**src/rtl/counter_event_monitor.sv**
```systemverilog
// rtl/counter_event_monitor.sv - counter transition classifier with show-ahead event FIFO (optional COUNTER_EVENT_MONITOR_TIMESTAMP_EN)
module counter_event_monitor #(
  parameter int DATA_WIDTH = 8,
  parameter int FIFO_DEPTH = 4
) (
  input  logic                          clk,
  input  logic                          rst,
  input  logic [DATA_WIDTH-1:0]         qd,
  input  logic [DATA_WIDTH-1:0]         thresh,
  input  logic                          mon_en,
  output logic                          evt_valid,
  input  logic                          evt_ready,
  output logic [1:0]                    evt_code,
  output logic [DATA_WIDTH-1:0]         evt_value,
  output logic [$clog2(FIFO_DEPTH):0]   evt_level,
  output logic                          overflow
`ifdef COUNTER_EVENT_MONITOR_TIMESTAMP_EN
  ,
  output logic [15:0]                   evt_ts
`endif
);

  localparam int AW = $clog2(FIFO_DEPTH);
  localparam int LW = AW + 1;
  localparam logic [DATA_WIDTH-1:0] MAX_VAL = '1;
  localparam logic [DATA_WIDTH-1:0] ONE_VAL = {{(DATA_WIDTH-1){1'b0}}, 1'b1};
  localparam logic [AW:0]           PTR_ONE = {{AW{1'b0}}, 1'b1};

  localparam logic [1:0] CODE_JUMP   = 2'b00;
  localparam logic [1:0] CODE_WRAPUP = 2'b01;
  localparam logic [1:0] CODE_WRAPDN = 2'b10;
  localparam logic [1:0] CODE_THRESH = 2'b11;

  logic [DATA_WIDTH-1:0] prev;
  logic                  prev_vld;
  logic                  det;
  logic [1:0]            det_code;

  logic [1:0]            mem_code  [FIFO_DEPTH];
  logic [DATA_WIDTH-1:0] mem_value [FIFO_DEPTH];
  logic [AW:0]           wr_ptr;
  logic [AW:0]           rd_ptr;
  logic [LW-1:0]         level;
  logic                  full;
  logic                  pop;
  logic                  push;

`ifdef COUNTER_EVENT_MONITOR_TIMESTAMP_EN
  logic [15:0]           ts_cnt;
  logic [15:0]           mem_ts [FIFO_DEPTH];
`endif

  // Previous-sample register; validity follows the enable so a fresh enable never fires on stale data
  always_ff @(posedge clk) begin
    if (rst) begin
      prev     <= '0;
      prev_vld <= 1'b0;
    end else begin
      prev     <= qd;
      prev_vld <= mon_en;
    end
  end

  // Classify the prev->qd transition, highest priority first, one event at most
  always_comb begin
    det      = 1'b0;
    det_code = CODE_JUMP;
    if (mon_en && prev_vld) begin
      if (prev == MAX_VAL && qd == '0) begin
        det      = 1'b1;
        det_code = CODE_WRAPUP;
      end else if (prev == '0 && qd == MAX_VAL) begin
        det      = 1'b1;
        det_code = CODE_WRAPDN;
      end else if (qd == thresh && prev != thresh) begin
        det      = 1'b1;
        det_code = CODE_THRESH;
      end else if (qd != prev && qd != prev + ONE_VAL && qd != prev - ONE_VAL) begin
        det      = 1'b1;
        det_code = CODE_JUMP;
      end
    end
  end

  assign level = wr_ptr - rd_ptr;
  assign full  = (level == LW'(FIFO_DEPTH));
  assign pop   = (level != '0) && evt_ready;
  // A pop in the same cycle frees the slot, so a full FIFO still takes the new event
  assign push  = det && (!full || pop);

  // FIFO storage, pointers and sticky overflow
  always_ff @(posedge clk) begin
    if (rst) begin
      wr_ptr   <= '0;
      rd_ptr   <= '0;
      overflow <= 1'b0;
      for (int i = 0; i < FIFO_DEPTH; i++) begin
        mem_code[i]  <= '0;
        mem_value[i] <= '0;
`ifdef COUNTER_EVENT_MONITOR_TIMESTAMP_EN
        mem_ts[i]    <= '0;
`endif
      end
    end else begin
      if (push) begin
        mem_code[wr_ptr[AW-1:0]]  <= det_code;
        mem_value[wr_ptr[AW-1:0]] <= qd;
`ifdef COUNTER_EVENT_MONITOR_TIMESTAMP_EN
        mem_ts[wr_ptr[AW-1:0]]    <= ts_cnt;
`endif
        wr_ptr <= wr_ptr + PTR_ONE;
      end
      if (pop) begin
        rd_ptr <= rd_ptr + PTR_ONE;
      end
      if (det && full && !pop) begin
        overflow <= 1'b1;
      end
    end
  end

`ifdef COUNTER_EVENT_MONITOR_TIMESTAMP_EN
  // Free-running cycle counter stamped into each event
  always_ff @(posedge clk) begin
    if (rst) begin
      ts_cnt <= '0;
    end else begin
      ts_cnt <= ts_cnt + 16'd1;
    end
  end

  assign evt_ts = mem_ts[rd_ptr[AW-1:0]];
`endif

  assign evt_valid = (level != '0);
  assign evt_code  = mem_code[rd_ptr[AW-1:0]];
  assign evt_value = mem_value[rd_ptr[AW-1:0]];
  assign evt_level = level;

endmodule
```
**config.mk**
```make
export PLATFORM = sky130hd
export DESIGN_NAME = counter_event_monitor
export DESIGN_NICKNAME = d
export VERILOG_FILES = /design/src/rtl/counter_event_monitor.sv
export SDC_FILE = /design/constraint.sdc
export NUM_CORES = 1
export LEC_CHECK = 0
export CORE_AREA = 2 2 115 117
export DETAILED_ROUTE_END_ITERATION = 8
export DIE_AREA = 0 0 117 119
export GPL_TIMING_DRIVEN = 0
export SETUP_SLACK_MARGIN = 0.05
export SYNTH_ARGS = -nofsm -noshare
export SYNTH_HDL_FRONTEND = slang
export SYNTH_SLANG_ARGS = --single-unit
```
**constraint.sdc**
```tcl
create_clock -name clk -period 9.2 [get_ports clk]
set_input_delay 1.84 -clock clk [delete_from_list [all_inputs] [get_ports clk]]
set_output_delay 1.84 -clock clk [all_outputs]
set_load 0.02 [all_outputs]
```
==> impl_metrics.tcl <==
set metrics [dict create \
    outcome "finished, final reports clean" \
    hpwlAfterDp_um 6180 \
    postCtsHoldBufs 0 \
    worst_pin_slew_ns 1.07 \
    min_to "overflow" \
    ctsHtreeMaxLevel 3 \
    pin_count 35 \
    grt_overflow 0 \
    leakagePower_nw 1.50 \
    fin_crit_ns 4.97 \
    arrival_ns 4.91 \
    ctsResizeCount 0 \
    die_area_um2 13900 \
    root_buffer "clkbuf_16" \
    syn_to_final_growth_pct 26.0 \
    worst_setup_path_start_kind "input port" \
    via_count 2586 \
    clk_latency_ns 0.33 \
    drt_pass1_iterations 5 \
    drt-initial-drc-count 155 \
    yosysWarnings 0 \
    ys_types 52 \
    numCtsBuffers 9 \
    worst_r2r_endpoint "mem_value[3][6]" \
    die_w_um 117 \
    mappedNetlistArea_um2 3380 \
    setup_viol 0 \
    finalPower_w 0.000911 \
    clockBufferDepth 2 \
    path_clk_slew_ns 0.05 \
    vias_per_cell 4.90 \
    gp_congestion 0.849 \
    synth-edff-count 40 \
    crit_required_ns 9.14 \
    die_y_um 119 \
    synthArstFlopShare_pct 0 \
    fin_util_pct 33.1 \
    grt_max_degree 11 \
    diodes 0 \
    r2r-start "wr_ptr[0]" \
    finalCritPeriodShare_pct 54.1 \
    dpl_cell_area_um2 3930 \
    design_area_um2 4260 \
    synthFlopType "edfxtp_1" \
    hold_path_startpoint "overflow" \
    avgRoutedWirePerCell_um 16.1 \
    hp-class "reg -> reg" \
    grt_pass1_vias 2610 \
    syn_inst 304 \
    grt_pass1_wl_um 13700 \
    path_max_fanout 10 \
    rrSetupSlack_ns 5.70 \
    io_buffer_count 31 \
    drt-total-wl_um 8500 \
    seq_area_frac_synth_pct 46.2 \
    cts_tree "done" \
    path_class "in -> reg" \
    syn_nets 331 \
    fin_skew_ns 0.00493 \
    layout.nets 374 \
    drv_slew 0 \
    grt_usage_pct 12.9 \
    initial_utilization_pct 26.2 \
    rsz0062_at_grt "no" \
    ys_seq_elements 58 \
    drv_cap 0 \
    avgSynthCellArea_um2 11.1 \
    core_area_um2 12900 \
    power_density_nw_per_um2 214 \
    final.setup.tns_ns 0 \
    holdPathStages 2 \
    drive_above_1_share_pct 15.1 \
    post-cts-setup-buffers 0 \
    ant_nets 0 \
    antenna_found_initial 0 \
    hold_viol 0 \
    fmax_mhz 201 \
    clkSinkCount 58 \
    irDropWorstVdd_mv 0.0867 \
    r2r_cells 9 \
    whs_ns 0.480 \
    maxSlewHeadroom_pct 28.5 \
    drc_errors 0 \
    end_kind "flop" \
    row_count 42 \
]
==> how the worst max path moves through the flow <==
stage	startpoint	endpoint	slack, ns	cells after the start
final	qd[5]	mem_value[1][6]	4.23	8
after global routing	qd[5]	mem_code[0][0]	4.05	8
after floorplan	qd[6]	mem_code[3][0]	4.55	7
after detailed placement	qd[5]	mem_value[0][3]	3.84	8
after global placement	qd[5]	mem_value[3][3]	2.89	7
after CTS	qd[5]	mem_code[0][0]	4.18	8
==> layer usage <==
| metal | vias to the layer above | GRT usage, % | share of wire (%) | wire length (µm) |
|---|---|---|---|---|
| met1 | 1270 | 16.7 | 44 | 3780 |
| met4 | 0 | 5.22 | 1.5 | 131 |
| met5 | - | 0 | 0 | 0 |
| met2 | 65 | 20.5 | 49 | 4200 |
| li1 | 1241 | - | - | - |
| met3 | 10 | 2.95 | 4.6 | 387 |
==> state kept, by name, summed over array words and instances (netlist names), named ones only <==
register and cells:
mem_value 32, mem_code 8, prev 8, rd_ptr 3
wr_ptr 3, overflow 1, prev_vld 1
==> cell usage in the layout, fill, tap and decap left out, types with 10 or more instances in the layout <==
cell / synthesis / routed
nor3_1: 15 / 15
nor2_1: 12 / 12
nor4_1: 30 / 30
nand2_1: 23 / 23
xnor2_1: 22 / 22
dfxtp_1: 18 / 18
inv_1: 16 / 16
xor2_1: 13 / 13
edfxtp_1: 40 / 40
nand3_1: 11 / 11
mux4_2: 10 / 10
clkdlybuf4s50_1: 0 / 31
==> cell type report <==
cell class,instances,area [µm²]
Multi-Input combinational cell,204,1620
Timing Repair Buffer,32,318
Buffer,26,150
Fill cell,1292,8620
Clock buffer,9,225
Clock inverter,7,108
Sequential cell,58,1560
Tap cell,176,220
Inverter,16,60.1
==> where the power goes <==
part           internal [W]  switching [W]
Combinational      0.000108       0.000128
Sequential         0.000296     0.00000789
Clock              0.000261       0.000110
Total              0.000665       0.000246
==> synth_stat cells, types with 6 or more instances <==
cell	count	area share, %
clkbuf_1	9	1.0
nor2_1	12	1.3
nand2_1	23	2.6
nor4_1	30	5.6
nand3_1	11	1.6
ha_1	6	2.2
buf_2	9	1.3
mux4_2	10	6.7
inv_1	16	1.8
nor3_1	15	2.2
dfxtp_1	18	11
edfxtp_1	40	36
xnor2_1	22	5.7
xor2_1	13	3.4
nand4_1	7	1.3
==> critical path: stages <==
cell and delay (ns):
clkdlybuf4s50_1 0.67, nand4_1 0.13, or4b_1 0.58, nor3b_2 0.31, or3_2 0.24, a21oi_4 0.08
buf_6 0.18, o31ai_2 0.88
==> logic make-up after synthesis <==
group,count (synthesis),synth area share [%]
xor gates and xnor gates,36,9.77
and+or+nand+nor,121,20.1
adders and majority gates,7,2.81
AOI/OAI and AO/OA,30,8.22
muxes,10,6.66
buffers and inverters,42,6.22
DFF,58,46.2
==> stage by stage <==
stage	setup slack [ns]	instances
6_report	4.23	528
3_3_place_gp	2.89	511
4_1_cts	4.18	528
5_1_grt	4.05	528
2_1_floorplan	4.55	304
3_5_place_dp	3.84	512
No activity file was read; power rests on OpenSTA's default activity.
